`config.mk`:
```
export PLATFORM = sky130hd
export DESIGN_NAME = decode_stage_flat
export DESIGN_NICKNAME = d
export VERILOG_FILES = /design/src/rtl/decode_stage_pkg.sv /design/src/rtl/decode_stage_if.sv /design/src/rtl/decode_stage_imm_gen.sv /design/src/rtl/decode_stage.sv /design/src/flat_wrapper.sv
export SDC_FILE = /design/constraint.sdc
export NUM_CORES = 1
export LEC_CHECK = 0
export ABC_AREA = 0
export CORE_ASPECT_RATIO = 0.8
export CORE_MARGIN = 5
export CORE_UTILIZATION = 47
export CTS_BUF_LIST = sky130_fd_sc_hd__clkbuf_4 sky130_fd_sc_hd__clkbuf_8
export DETAILED_ROUTE_END_ITERATION = 8
export PLACE_DENSITY = 0.74
export SLEW_MARGIN = 10
export SYNTH_ARGS = -nofsm -noshare
export SYNTH_HDL_FRONTEND = slang
export SYNTH_SLANG_ARGS = --single-unit
```
`constraint.sdc`:
```
create_clock -name clk -period 2.2 [get_ports clk]
set_input_delay 0.44 -clock clk [delete_from_list [all_inputs] [get_ports clk]]
set_output_delay 0.44 -clock clk [all_outputs]
set_load 0.01 [all_outputs]
```
`src/rtl/decode_stage_pkg.sv`:
```
// Shared RV32I decode types: instruction fields, opcodes, immediate formats and
// the decoded entry carried through the stage register.
package decode_stage_pkg;

   localparam int XLEN_MAX = 64;

   localparam int OPCODE_LSB = 0;
   localparam int OPCODE_MSB = 6;
   localparam int RD_LSB     = 7;
   localparam int RD_MSB     = 11;
   localparam int FUNCT3_LSB = 12;
   localparam int FUNCT3_MSB = 14;
   localparam int RS1_LSB    = 15;
   localparam int RS1_MSB    = 19;
   localparam int RS2_LSB    = 20;
   localparam int RS2_MSB    = 24;
   localparam int FUNCT7_LSB = 25;
   localparam int FUNCT7_MSB = 31;

   typedef logic [31:0] word_t;
   typedef logic [4:0]  reg_addr_t;

   typedef enum logic [6:0] {
      OPC_LOAD     = 7'h03,
      OPC_MISC_MEM = 7'h0f,
      OPC_OP_IMM   = 7'h13,
      OPC_AUIPC    = 7'h17,
      OPC_STORE    = 7'h23,
      OPC_OP       = 7'h33,
      OPC_LUI      = 7'h37,
      OPC_BRANCH   = 7'h63,
      OPC_JALR     = 7'h67,
      OPC_JAL      = 7'h6f,
      OPC_SYSTEM   = 7'h73
   } opcode_e;

   typedef enum logic [2:0] {
      F3_ADD_SUB = 3'd0,
      F3_SLL     = 3'd1,
      F3_SLT     = 3'd2,
      F3_SLTU    = 3'd3,
      F3_XOR     = 3'd4,
      F3_SRL_SRA = 3'd5,
      F3_OR      = 3'd6,
      F3_AND     = 3'd7
   } funct3_e;

   typedef enum logic [6:0] {
      F7_BASE = 7'h00,
      F7_ALT  = 7'h20
   } funct7_e;

   typedef enum logic [2:0] {
      FMT_R = 3'd0,
      FMT_I = 3'd1,
      FMT_S = 3'd2,
      FMT_B = 3'd3,
      FMT_U = 3'd4,
      FMT_J = 3'd5
   } imm_fmt_e;

   typedef enum logic [1:0] {
      ST_EMPTY = 2'd0,
      ST_ONE   = 2'd1,
      ST_TWO   = 2'd2
   } skid_state_e;

   // pc and imm are held at the widest XLEN; the stage truncates on output.
   typedef struct packed {
      opcode_e               op;
      reg_addr_t             rd;
      reg_addr_t             rs1;
      reg_addr_t             rs2;
      funct3_e               funct3;
      funct7_e               funct7;
      logic [XLEN_MAX-1:0]   imm;
      imm_fmt_e              imm_fmt;
      logic                  illegal;
      logic [XLEN_MAX-1:0]   pc;
   } decoded_instr_t;

   function automatic logic is_rv32i_opcode(input logic [6:0] opc);
      case (opc)
         OPC_LOAD, OPC_MISC_MEM, OPC_OP_IMM, OPC_AUIPC, OPC_STORE, OPC_OP,
         OPC_LUI, OPC_BRANCH, OPC_JALR, OPC_JAL, OPC_SYSTEM: return 1'b1;
         default: return 1'b0;
      endcase
   endfunction

endpackage

```
`src/rtl/decode_stage_if.sv`:
```
// Bundle of the fetch-side and execute-side signals of the decode stage.
interface decode_stage_if #(parameter int XLEN = 32);
   import decode_stage_pkg::*;

   // Both sides use valid/ready: a transfer happens at a rising edge where
   // valid && ready; valid must not depend on ready, and a raised valid holds
   // its payload until the transfer. flush cancels anything in flight.
   logic              in_valid;
   logic              in_ready;
   word_t             in_instr;
   logic [XLEN-1:0]   in_pc;
   logic              flush;
   logic              out_valid;
   logic              out_ready;
   logic [XLEN-1:0]   out_pc;
   opcode_e           op;
   reg_addr_t         rd;
   reg_addr_t         rs1;
   reg_addr_t         rs2;
   funct3_e           funct3;
   funct7_e           funct7;
   logic [XLEN-1:0]   imm;
   imm_fmt_e          imm_fmt;
   logic              illegal;

   modport master (
      output in_valid, in_instr, in_pc, flush, out_ready,
      input  in_ready, out_valid, out_pc, op, rd, rs1, rs2, funct3, funct7,
             imm, imm_fmt, illegal
   );

   modport slave (
      input  in_valid, in_instr, in_pc, flush, out_ready,
      output in_ready, out_valid, out_pc, op, rd, rs1, rs2, funct3, funct7,
             imm, imm_fmt, illegal
   );

endinterface

```
`src/rtl/decode_stage_imm_gen.sv`:
```
// Immediate format selection and sign extension for the RV32I base set.
module decode_stage_imm_gen import decode_stage_pkg::*; #(
   parameter int XLEN = 32
) (
   input  logic [31:7]      instr,
   input  opcode_e          op,
   output imm_fmt_e         imm_fmt,
   output logic [XLEN-1:0]  imm
);

   word_t imm32;

   always_comb begin
      imm_fmt = FMT_R;
      imm32   = '0;
      case (op)
         OPC_LOAD, OPC_OP_IMM, OPC_JALR, OPC_SYSTEM, OPC_MISC_MEM: begin
            imm_fmt = FMT_I;
            imm32   = {{20{instr[31]}}, instr[31:20]};
         end
         OPC_STORE: begin
            imm_fmt = FMT_S;
            imm32   = {{20{instr[31]}}, instr[31:25], instr[11:7]};
         end
         OPC_BRANCH: begin
            imm_fmt = FMT_B;
            imm32   = {{19{instr[31]}}, instr[31], instr[7], instr[30:25],
                       instr[11:8], 1'b0};
         end
         OPC_LUI, OPC_AUIPC: begin
            imm_fmt = FMT_U;
            imm32   = {instr[31:12], 12'b0};
         end
         OPC_JAL: begin
            imm_fmt = FMT_J;
            imm32   = {{11{instr[31]}}, instr[31], instr[19:12], instr[20],
                       instr[30:21], 1'b0};
         end
         default: begin
            imm_fmt = FMT_R;
            imm32   = '0;
         end
      endcase
   end

   assign imm = XLEN'($signed(imm32));

endmodule

```
`src/rtl/decode_stage.sv`:
```
// Registered RV32I decode stage with an optional 2-entry skid buffer so that
// in_ready never depends combinationally on out_ready.
module decode_stage import decode_stage_pkg::*; #(
   parameter int XLEN          = 32,
   parameter int SKID_EN       = 1,
   parameter int CHECK_ILLEGAL = 1
) (
   input  logic          clk,
   input  logic          rst_n,
   decode_stage_if.slave bus,
   output skid_state_e   skid_state
);

   decoded_instr_t  dec;
   decoded_instr_t  main_q;
   decoded_instr_t  skid_q;
   skid_state_e     state_q;
   skid_state_e     state_d;
   logic            in_ready_q;
   logic            accept;
   logic            load_main;
   logic            main_from_skid;
   logic            load_skid;
   logic            illegal_d;
   opcode_e         op_d;
   imm_fmt_e        fmt_d;
   logic [XLEN-1:0] imm_d;
   logic [2:0]      f3;
   logic [6:0]      f7;

   assign op_d = opcode_e'(bus.in_instr[OPCODE_MSB:OPCODE_LSB]);
   assign f3   = bus.in_instr[FUNCT3_MSB:FUNCT3_LSB];
   assign f7   = bus.in_instr[FUNCT7_MSB:FUNCT7_LSB];

   decode_stage_imm_gen #(.XLEN(XLEN)) u_imm_gen (
      .instr   (bus.in_instr[31:7]),
      .op      (op_d),
      .imm_fmt (fmt_d),
      .imm     (imm_d)
   );

   always_comb begin
      illegal_d = 1'b0;
      if (bus.in_instr[1:0] != 2'b11 || !is_rv32i_opcode(bus.in_instr[6:0])) begin
         illegal_d = 1'b1;
      end else begin
         case (op_d)
            OPC_OP:
               illegal_d = (f7 != 7'h00) &&
                           !(f7 == 7'h20 && (f3 == 3'd0 || f3 == 3'd5));
            OPC_OP_IMM:
               illegal_d = (f3 == 3'd1 || f3 == 3'd5) && (f7 != 7'h00) &&
                           !(f7 == 7'h20 && f3 == 3'd5);
            OPC_JALR:   illegal_d = (f3 != 3'd0);
            OPC_BRANCH: illegal_d = (f3 == 3'd2 || f3 == 3'd3);
            default:    illegal_d = 1'b0;
         endcase
      end
   end

   always_comb begin
      dec         = '0;
      dec.op      = op_d;
      dec.rd      = bus.in_instr[RD_MSB:RD_LSB];
      dec.rs1     = bus.in_instr[RS1_MSB:RS1_LSB];
      dec.rs2     = bus.in_instr[RS2_MSB:RS2_LSB];
      dec.funct3  = funct3_e'(f3);
      dec.funct7  = funct7_e'(f7);
      dec.imm     = XLEN_MAX'($signed(imm_d));
      dec.imm_fmt = fmt_d;
      dec.illegal = (CHECK_ILLEGAL != 0) && illegal_d;
      dec.pc      = XLEN_MAX'(bus.in_pc);
   end

   assign bus.in_ready = (SKID_EN != 0) ? in_ready_q
                                        : ((state_q == ST_EMPTY) || bus.out_ready);
   assign accept = bus.in_valid && bus.in_ready;

   // ONE->TWO is only reachable with the skid buffer: without it accept implies out_ready.
   always_comb begin
      state_d        = state_q;
      load_main      = 1'b0;
      main_from_skid = 1'b0;
      load_skid      = 1'b0;
      case (state_q)
         ST_EMPTY: begin
            if (accept) begin
               state_d   = ST_ONE;
               load_main = 1'b1;
            end
         end
         ST_ONE: begin
            if (accept && bus.out_ready) begin
               load_main = 1'b1;
            end else if (accept) begin
               state_d   = ST_TWO;
               load_skid = 1'b1;
            end else if (bus.out_ready) begin
               state_d = ST_EMPTY;
            end
         end
         ST_TWO: begin
            if (bus.out_ready) begin
               state_d        = ST_ONE;
               load_main      = 1'b1;
               main_from_skid = 1'b1;
            end
         end
         default: state_d = ST_EMPTY;
      endcase
      if (bus.flush) begin
         state_d   = ST_EMPTY;
         load_main = 1'b0;
         load_skid = 1'b0;
      end
   end

   always_ff @(posedge clk) begin
      if (!rst_n) begin
         state_q    <= ST_EMPTY;
         in_ready_q <= 1'b1;
         main_q     <= '0;
         skid_q     <= '0;
      end else begin
         state_q    <= state_d;
         in_ready_q <= (state_d != ST_TWO);
         if (load_main) main_q <= main_from_skid ? skid_q : dec;
         if (load_skid) skid_q <= dec;
      end
   end

   assign bus.out_valid = (state_q != ST_EMPTY);
   assign bus.out_pc    = XLEN'(main_q.pc);
   assign bus.op        = main_q.op;
   assign bus.rd        = main_q.rd;
   assign bus.rs1       = main_q.rs1;
   assign bus.rs2       = main_q.rs2;
   assign bus.funct3    = main_q.funct3;
   assign bus.funct7    = main_q.funct7;
   assign bus.imm       = XLEN'(main_q.imm);
   assign bus.imm_fmt   = main_q.imm_fmt;
   assign bus.illegal   = main_q.illegal;
   assign skid_state    = state_q;

endmodule

```
`src/flat_wrapper.sv`:
```
// flat-port wrapper written by rule: the top's interface ports become plain ports
module decode_stage_flat import decode_stage_pkg::*;
#(
   parameter int XLEN          = 32,
   parameter int SKID_EN       = 1,
   parameter int CHECK_ILLEGAL = 1
)
  (clk, rst_n, skid_state, bus_in_valid, bus_in_instr, bus_in_pc, bus_flush, bus_out_ready, bus_in_ready, bus_out_valid, bus_out_pc, bus_op, bus_rd, bus_rs1, bus_rs2, bus_funct3, bus_funct7, bus_imm, bus_imm_fmt, bus_illegal);
  decode_stage_if #(.XLEN(XLEN)) bus_i ();
  input  logic clk;
  input  logic rst_n;
  output skid_state_e skid_state;
  input wire logic [$bits(bus_i.in_valid)-1:0] bus_in_valid;
  input wire logic [$bits(bus_i.in_instr)-1:0] bus_in_instr;
  input wire logic [$bits(bus_i.in_pc)-1:0] bus_in_pc;
  input wire logic [$bits(bus_i.flush)-1:0] bus_flush;
  input wire logic [$bits(bus_i.out_ready)-1:0] bus_out_ready;
  output wire logic [$bits(bus_i.in_ready)-1:0] bus_in_ready;
  output wire logic [$bits(bus_i.out_valid)-1:0] bus_out_valid;
  output wire logic [$bits(bus_i.out_pc)-1:0] bus_out_pc;
  output wire logic [$bits(bus_i.op)-1:0] bus_op;
  output wire logic [$bits(bus_i.rd)-1:0] bus_rd;
  output wire logic [$bits(bus_i.rs1)-1:0] bus_rs1;
  output wire logic [$bits(bus_i.rs2)-1:0] bus_rs2;
  output wire logic [$bits(bus_i.funct3)-1:0] bus_funct3;
  output wire logic [$bits(bus_i.funct7)-1:0] bus_funct7;
  output wire logic [$bits(bus_i.imm)-1:0] bus_imm;
  output wire logic [$bits(bus_i.imm_fmt)-1:0] bus_imm_fmt;
  output wire logic [$bits(bus_i.illegal)-1:0] bus_illegal;
  assign bus_i.in_valid = bus_in_valid;
  assign bus_i.in_instr = bus_in_instr;
  assign bus_i.in_pc = bus_in_pc;
  assign bus_i.flush = bus_flush;
  assign bus_i.out_ready = bus_out_ready;
  assign bus_in_ready = bus_i.in_ready;
  assign bus_out_valid = bus_i.out_valid;
  assign bus_out_pc = bus_i.out_pc;
  assign bus_op = bus_i.op;
  assign bus_rd = bus_i.rd;
  assign bus_rs1 = bus_i.rs1;
  assign bus_rs2 = bus_i.rs2;
  assign bus_funct3 = bus_i.funct3;
  assign bus_funct7 = bus_i.funct7;
  assign bus_imm = bus_i.imm;
  assign bus_imm_fmt = bus_i.imm_fmt;
  assign bus_illegal = bus_i.illegal;
  decode_stage #(.XLEN(XLEN), .SKID_EN(SKID_EN), .CHECK_ILLEGAL(CHECK_ILLEGAL)) u_core (.clk(clk), .rst_n(rst_n), .bus(bus_i), .skid_state(skid_state));
endmodule
```
==> reports/metrics.cfg, run 1 <==
[floorplan]
die_height_um=133
num_rows=44
dieWidth_um=163
core_mm2=0.0183
ios=173
initial_utilization_pct=48.3
dieArea_mm2=0.0217

[worst_setup_path]
end_kind=output pin
crit_type=flop to output pin
r2r_setup_slack_ns=0.35
rr_endpoint=u_core.bus.funct7[0]$_SDFFE_PN0P_
cp_cell_sequence=buf_4 -> clkdlybuf4s50_1
critPathArrivalTime_ns=1.67
rr_startpoint=u_core.skid_state[0]$_SDFF_PN0_
crit_required_ns=1.76
critPathMaxStageDelay_ns=0.58
crit_path_max_fanout=6
crit_path_start_kind=flop
r2r_cells=6
cp_slowest_cell=clkdlybuf4s50_1

[sta]
setup_viol=0
post-route-period-util_pct=96.0
slew_headroom_pct=53.7
fin_crit_ns=2.11
fin_skew_ns=0.0107
tightest_slew_ns=0.694
fmaxAchievable_mhz=474
rsz0062_at_grt=no
hold_viol_final=0
maxSlewViolCount=0
worst_slack_ns=0.0886

[global_routing]
grt_pass1_vias=8008
grt_util_all_layers_pct=23.0
grt_overflow=0
grt_pass1_wl_mm=41.7
grt_max_degree=70
antenna_found_initial=0

[logic_synthesis]
ys_warn_count=0
avgSynthCellArea_um2=8.36
syn_area_mm2=0.00885
synth-seq-area-share_pct=45.9
yosysMostFrequentCell=nand2_1
synth.area.top_cells=dfxtp_1 46%, nand2_1 13%, a311oi_2 10%
synth_seq_cells=203
synth_largest_area_cell=dfxtp_1
synth_common_cells=299 x nand2_1, 203 x dfxtp_1, 129 x a21oi_1
synth_edf_count=0
yosysUniqueCellTypes=57
synthCells=1059
post-synth-top-area-fraction_pct=45.9
synthArstFlopShare_pct=0
synth-main-ff-cell=dfxtp_1
synthesis.nets=1128

[power_and_ir_drop]
ir_worst_vdd_v=0.000363
power.total_mw=8.01
p_per_area_mw_per_mm2=672
power_leakage_nw=4.28

[clock_tree]
root_buffer=clkbuf_8
cts_buffers=31
clock-sinks=203
cts_tree=built
clk_latency_ns=0.56
postCtsSetupRepairBufs=0
clk_pin_slew_worst_paths_ns=0.06
clockBufferDepth=3
htree_levels=1

[placement]
hpwl_mm=17.7
portBuffers=172
gp_congestion=0.877
pre_cts_ws_ns=-0.474

[cells_and_area]
diodes=0
seq_area_mm2=0.00406
drive_gt1_share_pct=17.1
final_util_pct=65.1
multi_input_area_mm2=0.00431
fillers=1564
nNetsFinal=1336
area_growth_pct=34.8

[detailed_routing]
drc=0
via_per_inst=5.47
num_vias=8376
wl_per_cell_um=16.9
drt-initial-drc-count=708
dr.pass1.iters=5
drt-total-wl_mm=25.9
ant_nets=0

[hold_path]
hold_path_depth=3
holdPathEnd=u_core.skid_q[96]$_SDFFE_PN0P_
hp-class=input port to flop
hold_start=rst_n

[status]
outcome=completed

[run]
maxCapViolations=0

[power by group]
| part | internal [mW] | switching, mW |
|---|---|---|
| logic | 0.568 | 0.557 |
| registers | 3.80 | 0.0753 |
| clock network | 1.63 | 1.37 |
[how the worst max path moves through the flow]
| stage | startpoint | to | cells after the start |
|---|---|---|---|
| after global placement | bus_in_instr[3] | u_core.bus.imm[14]$_SDFFE_PN0P_ | 7 |
| after floorplan | bus_in_instr[2] | u_core.bus.imm[18]$_SDFFE_PN0P_ | 7 |
| after global routing | u_core.skid_state[1]$_SDFF_PN0_ | skid_state[1] | 2 |
| after CTS | u_core.skid_state[1]$_SDFF_PN0_ | skid_state[1] | 2 |
| final | u_core.skid_state[1]$_SDFF_PN0_ | skid_state[1] | 2 |
| after detailed placement | bus_in_instr[5] | u_core.bus.imm[17]$_SDFFE_PN0P_ | 7 |
[layer usage]
metal | GRT usage, % | vias up | part of all wire [%]
met5 | 0 | - | 0
met3 | 4.32 | 34 | 7.5
met1 | 32.3 | 3913 | 45
li1 | - | 4121 | -
met2 | 37.0 | 308 | 46
met4 | 5.03 | 0 | 1.8
[metrics by stage]
stage / hold slack, ns / setup TNS (ns) / instance area [um2] / instances
floorplan: 0.432 / 0 / 8850 / 1059
global placement: 0.440 / -26.57 / 11300 / 1487
CTS: 0.330 / 0 / 11900 / 1532
finish: 0.367 / 0 / 11900 / 1532
global route: 0.361 / 0 / 11900 / 1532
detailed placement: 0.445 / -29.63 / 11300 / 1487
[final cells by class]
cell class	count	share of cell area, %
clock buffers	42	4.43
flip-flops and latches	203	34.1
clock inverters	3	0.357
well taps	253	2.65
multi-input cells	755	36.2
inverters	4	0.168
repair buffers	272	22.1
[logic make-up after synthesis]
| family | Yosys count | share of synthesized area [%] |
|---|---|---|
| and+or+nand+nor | 446 | 21.1 |
| AOI/OAI and AO/OA | 305 | 26.9 |
| DFF | 203 | 45.9 |
| buffers and inverters | 101 | 5.64 |
| muxes | 3 | 0.339 |
| xor gates and xnor gates | 1 | 0.0990 |
[layout by cell type, fill, tap and decap left out, types with 3 or more instances in the layout]
cell type        synthesis  final
a311oi_2                59     59
dfxtp_1                203    203
and3_1                  15     15
o221ai_1                13     13
o22ai_1                  5      5
a311oi_1                 7      7
nand3b_1                 4      4
nor2_1                  79     79
a31oi_1                 16     16
a221o_1                  6      6
nand2_1                299    298
nor3b_1                  5      5
or3_1                    4      4
a22o_1                   8      8
clkbuf_8                 0     34
a21oi_1                129    129
o21ai_0                 30     30
buf_12                   1     14
nor2b_1                  4      4
clkdlybuf4s50_1          0    170
buf_4                    6     86
mux2i_1                  3      3
o21a_1                   9      9
clkbuf_4                 0      8
a211oi_1                 4      4
nand3_1                  8      8
a22oi_1                  4      4
or2_2                    3      3
nor3_1                   5      5
nand2b_1                 9      9
inv_1                    3      3
[sequential cells by signal, indices dropped and copies added (netlist names)]
register / flops
u_core.bus.op: 7
u_core.bus.imm: 32
u_core.bus.rs1: 5
u_core.skid_q: 100
u_core.bus.rd: 5
u_core.bus.out_pc: 32
u_core.bus.imm_fmt: 3
u_core.bus.rs2: 5
u_core.bus.in_ready: 1
u_core.bus.funct3: 3
u_core.bus.illegal: 1
u_core.bus.funct7: 7
u_core.skid_state: 2
[what timing repair did]
item,in CTS,in global routing
gates resized for setup,1,1
endpoints found under the setup margin,1,8
hold buffers,0,0
hold endpoints to repair,0,0
[worst max-delay path, delay by kind of cell (launching register included)]
family	cells	cell delay (ns)
flops	1	0.37
buf+inv	2	0.75
Power figures use the tool's default switching activity.
==> run 2, diff against run 1 <==
--- a/config.mk
+++ b/config.mk
@@ -6,6 +6,7 @@
 export NUM_CORES = 1
 export LEC_CHECK = 0
 export ABC_AREA = 0
+export ABC_CLOCK_PERIOD_IN_PS = 2200
 export CORE_ASPECT_RATIO = 0.8
 export CORE_MARGIN = 5
 export CORE_UTILIZATION = 47
@@ -16,3 +17,4 @@
 export SYNTH_ARGS = -nofsm -noshare
 export SYNTH_HDL_FRONTEND = slang
 export SYNTH_SLANG_ARGS = --single-unit
+export TNS_END_PERCENT = 10
==> results of run 2 <==
No change in the layout: final DEF, timing and power equal those of run 1.
